`src/rtl/eof_tx.sv`:
```
// eof_tx: CAN frame tail transmitter (CRC/ACK delimiters, EOF, intermission) with error-flag generation.
module eof_tx #(
  parameter int EOF_LEN   = 7,
  parameter int IFS_LEN   = 3,
  parameter int FLAG_LEN  = 6,
  parameter int DELIM_LEN = 8
) (
  input  logic SP,
  input  logic reset,
  input  logic Start,
  input  logic RX,
  output logic TX,
  output logic Busy,
  output logic Done,
  output logic ACK_Error,
  output logic Bit_Error
);
  typedef enum logic [2:0] {IDLE, CRC_DEL, ACK_SLOT, ACK_DEL, EOF, IFS, ERR_FLAG, ERR_DELIM} state_t;
  localparam logic [3:0] EOF_LAST   = 4'(EOF_LEN - 1);
  localparam logic [3:0] IFS_LAST   = 4'(IFS_LEN - 1);
  localparam logic [3:0] FLAG_LAST  = 4'(FLAG_LEN - 1);
  localparam logic [3:0] DELIM_LAST = 4'(DELIM_LEN - 1);
  state_t state, state_n;
  logic [3:0] cnt, cnt_n;
  logic tx_n, busy_n, done_n, ack_n, bit_n, err;
  always_comb begin
    state_n = state;
    cnt_n   = cnt;
    tx_n    = TX;
    busy_n  = Busy;
    done_n  = 1'b0;
    ack_n   = ACK_Error;
    bit_n   = Bit_Error;
    err     = 1'b0;
    case (state)
      IDLE: begin
        tx_n   = 1'b1;
        busy_n = Start;
        if (Start) begin
          state_n = CRC_DEL;
          ack_n   = 1'b1;
          bit_n   = 1'b1;
          cnt_n   = '0;
        end
      end
      CRC_DEL: begin
        err     = !RX;
        bit_n   = Bit_Error & RX;
        state_n = ACK_SLOT;
      end
      ACK_SLOT: begin
        err     = RX;
        ack_n   = ACK_Error & !RX;
        state_n = ACK_DEL;
      end
      ACK_DEL: begin
        err     = !RX;
        bit_n   = Bit_Error & RX;
        state_n = EOF;
        cnt_n   = '0;
      end
      EOF: begin
        err     = !RX;
        bit_n   = Bit_Error & RX;
        state_n = (cnt == EOF_LAST) ? IFS : EOF;
        cnt_n   = (cnt == EOF_LAST) ? 4'd0 : cnt + 4'd1;
      end
      IFS: begin
        state_n = (cnt == IFS_LAST) ? IDLE : IFS;
        busy_n  = (cnt != IFS_LAST);
        done_n  = (cnt == IFS_LAST);
        cnt_n   = (cnt == IFS_LAST) ? 4'd0 : cnt + 4'd1;
      end
      ERR_FLAG: begin
        state_n = (cnt == FLAG_LAST) ? ERR_DELIM : ERR_FLAG;
        tx_n    = (cnt == FLAG_LAST);
        cnt_n   = (cnt == FLAG_LAST) ? 4'd0 : cnt + 4'd1;
      end
      ERR_DELIM: begin
        state_n = (cnt == DELIM_LAST) ? IDLE : ERR_DELIM;
        tx_n    = 1'b1;
        busy_n  = (cnt != DELIM_LAST);
        cnt_n   = (cnt == DELIM_LAST) ? 4'd0 : cnt + 4'd1;
      end
      default: state_n = IDLE;
    endcase
    // a detected error overrides the normal next step on the same edge
    if (err) begin
      state_n = ERR_FLAG;
      tx_n    = 1'b0;
      cnt_n   = '0;
    end
  end
  always_ff @(posedge SP) begin
    if (reset) begin
      state     <= IDLE;
      cnt       <= '0;
      TX        <= 1'b1;
      Busy      <= 1'b0;
      Done      <= 1'b0;
      ACK_Error <= 1'b1;
      Bit_Error <= 1'b1;
    end else begin
      state     <= state_n;
      cnt       <= cnt_n;
      TX        <= tx_n;
      Busy      <= busy_n;
      Done      <= done_n;
      ACK_Error <= ack_n;
      Bit_Error <= bit_n;
    end
  end
endmodule

```
`config.mk`:
```
export PLATFORM = sky130hd
export DESIGN_NAME = eof_tx
export DESIGN_NICKNAME = d
export VERILOG_FILES = /design/src/rtl/eof_tx.sv
export SDC_FILE = /design/constraint.sdc
export NUM_CORES = 1
export LEC_CHECK = 0
export CELL_PAD_IN_SITES_DETAIL_PLACEMENT = 0
export CELL_PAD_IN_SITES_GLOBAL_PLACEMENT = 1
export CORE_MARGIN = 5
export CORE_UTILIZATION = 36
export DETAILED_ROUTE_END_ITERATION = 8
export PLACE_DENSITY_LB_ADDON = 0.05
export SYNTH_ARGS = -nofsm -noshare
export SYNTH_HDL_FRONTEND = slang
export SYNTH_SLANG_ARGS = --single-unit
```
`constraint.sdc`:
```
create_clock -name SP -period 1.7 [get_ports SP]
set_input_delay 0.255 -clock SP [delete_from_list [all_inputs] [get_ports SP]]
set_output_delay 0.255 -clock SP [all_outputs]
set_load 0.01 [all_outputs]
```
==> results.py <==
metrics = {
    "setup_path": {
        "required_ns": 1.86,
        "crit_path_start": "cnt[0]",
        "critical_path_class": "register to register",
        "arrival_ns": 1.79,
        "endpoint_kind": "register",
        "crit_fanout": 6,
        "crit_path_start_kind": "register",
        "regToRegStartpoint": "cnt[0]",
    },
    "route": {
        "first_iter_violations": 17,
        "via_count": 804,
        "postRouteAntennaNets": 0,
        "wl_per_cell_um": 13.2,
        "drc": 0,
        "wl_um": 1990,
        "vias_per_cell": 5.32,
        "drt_pass1_iterations": 4,
    },
    "yosys": {
        "synth_edf_count": 0,
        "synth_cells": 110,
        "ys_seq_area_share_pct": 28.4,
        "synth_fp_nets": 117,
        "syn_area_per_cell_um2": 7.70,
        "synth.distinct_cells": 40,
        "synth_seq_cells": 12,
        "yosysTopAreaCellShare_pct": 28.4,
        "synthFlopType": "dfxtp_1",
        "yosysWarnings": 0,
        "synthTopCellsByArea": "dfxtp_1, a31oi_1, ha_1",
        "async_flop_share_pct": 0,
        "syn_area_um2": 847,
        "synth_top_area_cell": "dfxtp_1",
    },
    "power": {
        "peakVddDrop_v": 0.000656,
        "leakage_nw": 0.380,
        "clockPowerShare_pct": 20.9,
        "pwr-share-comb_pct": 36.3,
        "intPower_mw": 0.543,
        "swShare_pct": 34.5,
        "power_density_nw_per_um2": 803,
        "p_seq_share_pct": 42.8,
        "switchingPower_mw": 0.286,
    },
    "cts": {
        "post_cts_resized": 0,
        "post-cts-setup-buffers": 0,
        "clockBufferDepth": 2,
        "cts_tree": "done",
        "clkTransAtPathRegs_ns": 0.07,
        "htree_levels": 1,
        "clk_latency_ns": 0.27,
        "hold_buffers": 0,
        "cts_buffers": 3,
        "root_buffer": "clkbuf_4",
        "clock_sinks": 12,
    },
    "placed_design": {
        "place_congestion": 0.765,
        "place_ws_ns": 0.0479,
        "dpl.hpwl_um": 1520,
        "io_buffers": 8,
    },
    "floorplanning": {
        "die_area_um2": 3420,
        "rows": 17,
        "start_util_pct": 37.9,
        "io_pins": 9,
        "die_w_um": 58.5,
        "core_um2": 2230,
        "die_y_um": 58.5,
    },
    "timing": {
        "fin_ws_ns": 0.0689,
        "finalCritPeriodShare_pct": 95.9,
        "slew_headroom_pct": 77.7,
        "tightestPinTransition_ns": 0.334,
        "drv_slew": 0,
        "clock_skew_ns": 0.000802,
        "holdWs_ns": 0.468,
        "fmax_mhz": 613,
        "layout_min_cycle_time_ns": 1.63,
        "setup_violations": 0,
        "hold_viol_final": 0,
        "finalSetupTns_ns": 0,
        "rsz0062_at_grt": "false",
    },
    "grt": {
        "grt_pass1_wl_um": 3550,
        "grt_pass1_vias": 785,
        "antenna_found_initial": 0,
        "gr-total-overflow": 0,
        "grt_max_degree": 19,
        "grt.total_usage_pct": 13.4,
    },
    "layout": {
        "syn_to_final_growth_pct": 21.9,
        "drive_gt1_share_pct": 19.5,
        "seqCellArea_um2": 244,
        "multi_input_area_um2": 546,
        "num-fill-cells": 230,
        "antenna_cells": 0,
        "nNetsFinal": 132,
    },
    "min_path": {
        "min_path_type": "register to register",
        "min-delay-start": "Bit_Error",
    },
    "status": {
        "outcome": "complete, no violations",
    },
    "job": {
        "drv_cap": 0,
    },
}
==> power groups by stage <==
stage                     Clock (mW)  Sequential, mW  Combinational [mW]
after CTS                      0.180           0.352               0.302
after global routing           0.198           0.362               0.336
after floorplan                    0           0.346               0.206
after global placement             0           0.358               0.302
after detailed placement           0           0.358               0.301
final                          0.173           0.354               0.301
==> logic make-up (layout without fill, tap and decap cells) <==
logic type,after synthesis,in the layout,share of synthesized area (%)
adder cells (fa/ha/maj),3,3,4.43
multiplexers,2,2,2.51
AND/OR/NAND/NOR,44,44,28.8
buffers and inverters,14,27,7.83
AO/OA/AOI/OAI,34,34,27.0
XOR/XNOR,1,1,1.03
flip-flops,12,12,28.4
==> synth_stat cells, drive strengths merged (2+ instances only) <==
cell type / instances
buf: 7
nand3: 4
clkbuf: 3
nand4: 3
ha: 3
inv: 4
a211oi: 2
o21ai: 7
dfxtp: 12
a31oi: 6
nor2b: 4
a21bo: 2
a21boi: 2
o211ai: 2
o21bai: 3
a21oi: 7
nor3: 3
nand2: 10
nor2: 9
nor3b: 2
==> stage by stage <==
step                instance area, µm²  total power, mW  util, %  instances
detailed placement                1000            0.659     44.8        148
CTS                               1020            0.835     45.8        151
floorplan                          847            0.552        -        110
global route                      1030            0.897     46.2        151
global placement                  1000            0.661     44.8        148
finish                            1030            0.829     46.2        151
==> area by class of cell <==
cell class              count  share of cell area, %
multi-input cells          84                   52.8
flip-flops and latches     12                   23.6
repair buffers             20                   16.5
well taps                  28                   3.39
clock buffers               3                   2.18
inverters                   4                   1.45
==> metal layers <==
layer  part of all wire [%]  global-route usage, %  vias up
met5                      0                      0        -
li1                       -                      -      427
met4                    1.5                   4.97        0
met3                    3.5                   3.29        4
met2                     44                   20.6       11
met1                     51                   17.9      362
==> worst paths after layout <==
path	to	slack, ns	depth (start not counted)
max	cnt[3]	0.07	6
min	Bit_Error	0.47	1
max reg2reg	cnt[3]	0.07	6
min reg2reg	Bit_Error	0.47	1
==> worst max-delay path, cell delays in order, from the launching register on <==
cell	delay [ns]
dfxtp_2	0.36
inv_1	0.09
ha_1	0.17
or4b_4	0.48
a21bo_2	0.25
nand4_1	0.10
a31oi_1	0.08
==> sequential cells by signal, summed over array words and instances (netlist names) <==
signal,cells
ACK_Error,1
Bit_Error,1
Busy,1
Done,1
TX,1
cnt,4
state,3
==> cell usage in the layout, fill, tap and decap left out, types with 2 or more instances in the layout <==
| cell type | n |
|---|---|
| o21bai_1 | 3 |
| a21oi_1 | 6 |
| a31oi_1 | 6 |
| dfxtp_2 | 3 |
| nand3_1 | 4 |
| nand2_1 | 10 |
| nor3_1 | 3 |
| a21boi_0 | 2 |
| o21ai_0 | 6 |
| o211ai_1 | 2 |
| clkdlybuf4s50_1 | 8 |
| buf_4 | 12 |
| dfxtp_1 | 9 |
| ha_1 | 3 |
| nor2b_1 | 4 |
| nor3b_1 | 2 |
| nand4_1 | 3 |
| inv_1 | 4 |
| nor2_1 | 9 |
| clkbuf_4 | 3 |
No activity file was read; power rests on OpenSTA's default activity.
